`config.mk`:
```
export PLATFORM = sky130hd
export DESIGN_NAME = alu_issue_ctrl
export DESIGN_NICKNAME = d
export VERILOG_FILES = /design/src/rtl/alu_issue_ctrl.sv
export SDC_FILE = /design/constraint.sdc
export NUM_CORES = 1
export LEC_CHECK = 0
export CAP_MARGIN = 0
export CORE_MARGIN = 1.5
export CORE_UTILIZATION = 30
export CTS_CLUSTER_DIAMETER = 200
export DETAILED_ROUTE_END_ITERATION = 7
export PLACE_DENSITY_LB_ADDON = 0.2
export SLEW_MARGIN = 15
export SYNTH_ARGS = -nofsm -noshare
export SYNTH_HDL_FRONTEND = slang
export SYNTH_SLANG_ARGS = --single-unit
```
`constraint.sdc`:
```
create_clock -name clk -period 5.2 [get_ports clk]
set_input_delay 1.3 -clock clk [delete_from_list [all_inputs] [get_ports clk]]
set_output_delay 1.3 -clock clk [all_outputs]
set_load 0.05 [all_outputs]
```
`src/rtl/alu_issue_ctrl.sv`:
```
// rtl/alu_issue_ctrl.sv - four-state single-issue controller for a 16-bit ALU.
// Optional illegal-opcode trap outputs are enabled by defining ALU_ISSUE_ILLEGAL_TRAP_EN.
module alu_issue_ctrl (
  input  logic        clk,
  input  logic        reset,
  input  logic        instr_valid,
  output logic        instr_ready,
  input  logic [15:0] instr,
  output logic [2:0]  rs_addr,
  output logic [2:0]  rt_addr,
  input  logic [15:0] rf_rdata1,
  input  logic [15:0] rf_rdata2,
  output logic [4:0]  alu_op,
  output logic [15:0] alu_op1,
  output logic [15:0] alu_op2,
  input  logic [15:0] alu_out,
  input  logic        alu_branch,
  output logic        wb_en,
  output logic [2:0]  wb_addr,
  output logic [15:0] wb_data,
  output logic        branch_taken,
  output logic [15:0] branch_off,
  output logic [15:0] retired_cnt,
  output logic        busy
`ifdef ALU_ISSUE_ILLEGAL_TRAP_EN
  ,
  output logic        illegal_trap,
  output logic        illegal_sticky
`endif
);

  typedef enum logic [1:0] {S_IDLE, S_DECODE, S_EXEC, S_WB} state_t;

  state_t      r_state;
  state_t      w_next;
  logic [4:0]  r_op;
  logic [2:0]  r_rd;
  logic [2:0]  r_rs;
  logic [2:0]  r_rt;
  logic [15:0] r_opa;
  logic [15:0] r_opb;
  logic [15:0] r_res;
  logic        r_br;
  logic [15:0] r_cnt;
  logic        w_legal;
  logic        w_is_branch;
  logic        w_retire;
  logic        w_unused;

  // The two low instruction bits carry no field.
  assign w_unused = ^instr[1:0];

  assign w_is_branch = (r_op >= 5'd20) && (r_op <= 5'd22);
  assign w_legal     = (r_op <= 5'd13) || w_is_branch;
  assign w_retire    = (r_state == S_WB) && w_legal;

  always_ff @(posedge clk or posedge reset) begin
    if (reset) begin
      r_state <= S_IDLE;
      r_op    <= 5'd0;
      r_rd    <= 3'd0;
      r_rs    <= 3'd0;
      r_rt    <= 3'd0;
      r_opa   <= 16'd0;
      r_opb   <= 16'd0;
      r_res   <= 16'd0;
      r_br    <= 1'b0;
      r_cnt   <= 16'd0;
    end else begin
      r_state <= w_next;
      if ((r_state == S_IDLE) && instr_valid) begin
        r_op <= instr[15:11];
        r_rd <= instr[10:8];
        r_rs <= instr[7:5];
        r_rt <= instr[4:2];
      end
      if (r_state == S_DECODE) begin
        r_opa <= rf_rdata1;
        r_opb <= rf_rdata2;
      end
      if (r_state == S_EXEC) begin
        r_res <= alu_out;
        r_br  <= alu_branch;
      end
      if (w_retire) begin
        r_cnt <= r_cnt + 16'd1;
      end
    end
  end

`ifdef ALU_ISSUE_ILLEGAL_TRAP_EN
  logic r_sticky;

  always_ff @(posedge clk or posedge reset) begin
    if (reset) begin
      r_sticky <= 1'b0;
    end else if ((r_state == S_WB) && !w_legal) begin
      r_sticky <= 1'b1;
    end
  end

  assign illegal_trap   = (r_state == S_WB) && !w_legal;
  assign illegal_sticky = r_sticky;
`endif

  assign instr_ready = (r_state == S_IDLE);
  assign busy        = ~instr_ready;
  assign rs_addr     = r_rs;
  assign rt_addr     = r_rt;
  assign wb_addr     = r_rd;
  assign retired_cnt = r_cnt;

  always_comb begin
    w_next       = r_state;
    alu_op       = 5'd0;
    alu_op1      = 16'd0;
    alu_op2      = 16'd0;
    wb_en        = 1'b0;
    wb_data      = 16'd0;
    branch_taken = 1'b0;
    branch_off   = 16'd0;
    case (r_state)
      S_IDLE: begin
        if (instr_valid) w_next = S_DECODE;
      end
      S_DECODE: begin
        w_next = S_EXEC;
      end
      S_EXEC: begin
        w_next  = S_WB;
        alu_op  = w_legal ? r_op : 5'd0;
        alu_op1 = r_opa;
        alu_op2 = r_opb;
      end
      S_WB: begin
        w_next = S_IDLE;
        if (w_is_branch) begin
          branch_taken = r_br;
          branch_off   = {{13{r_rd[2]}}, r_rd};
        end else if (w_legal) begin
          wb_en   = 1'b1;
          wb_data = r_res;
        end
      end
      default: begin
        w_next = S_IDLE;
      end
    endcase
  end

endmodule

```
==> flow_metrics.env <==
export IMPL_wl_per_cell_um=14.01
export IMPL_leakagePower_nw=2.339
export IMPL_dp_cells=605
export IMPL_period_share_pct=80.02
export IMPL_first_global_vias=2820
export IMPL_p_int_mw=2.086
export IMPL_synth_warnings=0
export IMPL_cp_end_kind="primary output"
export IMPL_cts_sinks=81
export IMPL_synthTopCellsByArea="dfrtp_1, mux2_2, and2_1"
export IMPL_grt_pass1_wl_um=14010
export IMPL_seq_power_share_pct=29.6
export IMPL_irDropWorstVdd_mv=0.2809
export IMPL_vias=2775
export IMPL_synth_seq_cells=81
export IMPL_syn_nets=369
export IMPL_grt_max_degree=58
export IMPL_rsz0062_at_grt="false"
export IMPL_skew_ns=0.005510
export IMPL_crit_type="flop to primary output"
export IMPL_postSynthCellCount=296
export IMPL_final_layout_size_suffix_gt1_share_pct=18.81
export IMPL_die_x_um=114.4
export IMPL_avgSynthCellArea_sq_um=12.59
export IMPL_place_gp_congestion=0.6874
export IMPL_first_pass_iters=4
export IMPL_synth_largest_area_cell="dfrtp_1"
export IMPL_worstSetupStartpointType="flop"
export IMPL_drc=0
export IMPL_slowest_stage="clkdlybuf4s50_1"
export IMPL_required_ns=3.90
export IMPL_maxCapViolations=0
export IMPL_p_comb_share_pct=52.9
export IMPL_htreeDepth=3
export IMPL_instances_no_fill=620
export IMPL_synth_top_area_share_pct=54.40
export IMPL_core_area_sq_um=12060
export IMPL_die_area_sq_um=13100
export IMPL_power_density_nw_per_um2=632.9
export IMPL_cp_data_arrival_time_ns=2.86
export IMPL_setup_tns_ns=0
export IMPL_critPathMaxFanout=17
export IMPL_grt_ovfl_total=0
export IMPL_dp_hpwl_um=6110
export IMPL_ant_nets=0
export IMPL_io_pins=166
export IMPL_synth_cell_types=27
export IMPL_clock_path_buffers=2
export IMPL_slowest_delay_ns=0.82
export IMPL_numCtsBuffers=9
export IMPL_status="completed"
export IMPL_clkPwrFrac_pct=17.5
export IMPL_rrSetupSlack_ns=3.04
export IMPL_insertion_delay_ns=0.33
export IMPL_numPortBuffers=163
export IMPL_antenna_found_initial=0
export IMPL_viasPerCell=4.476
export IMPL_setup_viol_count_final=0
export IMPL_area_delta_synth_final_pct=54.23
export IMPL_max_freq_mhz=240.3
export IMPL_ctsRootBufferMaster="clkbuf_16"
export IMPL_cts_hold_buf=0
export IMPL_power_mw=3.637
export IMPL_hold_slack_ns=0.4662
export IMPL_min_path_cells=1
export IMPL_utilization_pct=47.65
export IMPL_hold_violations=0
export IMPL_min_to="retired_cnt[15]"
export IMPL_num_antenna_cells=0
export IMPL_drt_iter0_markers=99
export IMPL_ctsResizeCount=0
export IMPL_reg2reg_to="retired_cnt[14]"
export IMPL_die_h_um=114.4
export IMPL_crit_chain="ha_1 -> inv_1 -> a311oi_2 -> and2_1 -> clkdlybuf4s50_1"
export IMPL_cts_tree="built"
export IMPL_std_cell_rows=40
export IMPL_swShare_pct=42.65
export IMPL_hp_start="retired_cnt[15]"
export IMPL_num_nets_final=521
export IMPL_min_period_ns=4.161
export IMPL_max_slew_margin_pct=29.74
export IMPL_routed_wl_um=8688
export IMPL_report_final_slew_viol_count=0
export IMPL_postCtsSetupRepairBufs=0
export IMPL_synth_area_sq_um=3726
export IMPL_worst_pin_slew_ns=1.054
export IMPL_reg2reg_depth=4
export IMPL_synth_seq_area_share_pct=54.40
export IMPL_min_path_type="flop to flop"
export IMPL_start_util_pct=30.89
export IMPL_p_sw_mw=1.551
export IMPL_reg2reg_from="r_op[4]"
export IMPL_clk_pin_slew_worst_paths_ns=0.05
export IMPL_grt_usage_pct=14.08
cell families after synthesis:
logic type | synth area share, %
AND/OR/NAND/NOR | 14.27
flip-flops | 54.40
multiplexers | 19.04
buffers and inverters | 4.634
XOR/XNOR | 3.728
AO/OA/AOI/OAI | 2.250
adder cells (fa/ha/maj) | 1.679
placed cells by master, fill, tap and decap left out, drive strengths merged:
master,netlist,routed
nor2,2,2
nand2,8,8
o21ai,3,3
ha,5,5
bufinv,0,1
and2,58,58
a221oi,3,3
a221o,1,1
dfrtp,81,81
nand3,8,8
o31ai,1,1
mux2,63,63
clkdlybuf4s50,0,163
clkinv,0,3
a211oi,1,1
clkbuf,5,12
nand2b,1,1
xor2,2,2
nand4,6,6
or4,1,1
buf,20,3
a311oi,1,1
a22o,1,1
inv,6,5
and3,5,5
xnor2,13,13
nor3,1,1
state kept, by name, indices dropped and copies added (netlist names):
name	count
r_opb	16
r_res	16
r_op	5
rs_addr	3
r_br	1
r_state	2
wb_addr	3
retired_cnt	16
rt_addr	3
r_opa	16
cell type report:
class | instances | area (sq um)
inverters | 6 | 23.77
fillers | 1134 | 6315
clock buffers | 12 | 256.5
clock inverters | 3 | 40.04
well taps | 168 | 210.2
flip-flops and latches | 81 | 2027
repair buffers | 166 | 1654
multi-input cells | 184 | 1535
power by group through the flow:
stage | clock network (mW) | logic (mW) | registers [mW]
CTS | 0.660 | 1.96 | 1.08
finish | 0.635 | 1.92 | 1.08
global placement | 0 | 1.93 | 1.07
global route | 0.685 | 2.04 | 1.12
detailed placement | 0 | 1.95 | 1.09
floorplan | 0 | 1.22 | 1.21
cells in the mapped netlist:
| cell type | count |
|---|---|
| inv_1 | 6 |
| mux2_2 | 63 |
| a211oi_1 | 1 |
| a311oi_1 | 1 |
| nor2_1 | 2 |
| buf_1 | 6 |
| nand3_1 | 8 |
| and3_1 | 5 |
| and2_1 | 58 |
| nand2b_1 | 1 |
| buf_6 | 1 |
| dfrtp_1 | 81 |
| a221oi_1 | 3 |
| xnor2_1 | 12 |
| a22o_1 | 1 |
| buf_4 | 13 |
| nor3_1 | 1 |
| o31ai_1 | 1 |
| o21ai_0 | 3 |
| clkbuf_1 | 5 |
| xor2_1 | 2 |
| xnor2_2 | 1 |
| nand4_1 | 6 |
| a221o_1 | 1 |
| ha_1 | 5 |
| or4_4 | 1 |
| nand2_1 | 8 |
critical path: cells and delay by family, from the launching register on:
family	cells	cell delay, ns
buf+inv	2	0.91
compound gates	1	0.79
flops	1	0.39
simple gates	1	0.24
fa+ha+maj	1	0.20
metrics by stage:
stage	area (sq um)	worst slack, ns
2_1_floorplan	3726	1.722
3_3_place_gp	5450	1.308
3_5_place_dp	5450	1.305
4_1_cts	5747	0.9282
5_1_grt	5747	0.7712
6_report	5747	1.039
worst max-delay path by stage:
| stage | start | end | slack, ns | cells past startpoint |
|---|---|---|---|---|
| finish | r_state[0] | wb_data[5] | 1.04 | 5 |
| detailed placement | r_state[0] | wb_data[0] | 1.30 | 5 |
| CTS | r_state[0] | wb_data[5] | 0.93 | 5 |
| floorplan | r_state[0] | wb_data[10] | 1.72 | 5 |
| global route | r_state[1] | wb_data[5] | 0.77 | 5 |
| global placement | r_state[0] | wb_data[5] | 1.31 | 5 |
metal layers:
metal / share of wire, % / GRT usage [%] / vias to the layer above
li1: - / - / 1303
met1: 43 / 16.45 / 1345
met2: 45 / 22.28 / 117
met3: 11 / 7.147 / 10
met4: 1.4 / 5.000 / 0
met5: 0 / 0 / -
Note: power is estimated with default switching activity, not from simulation.
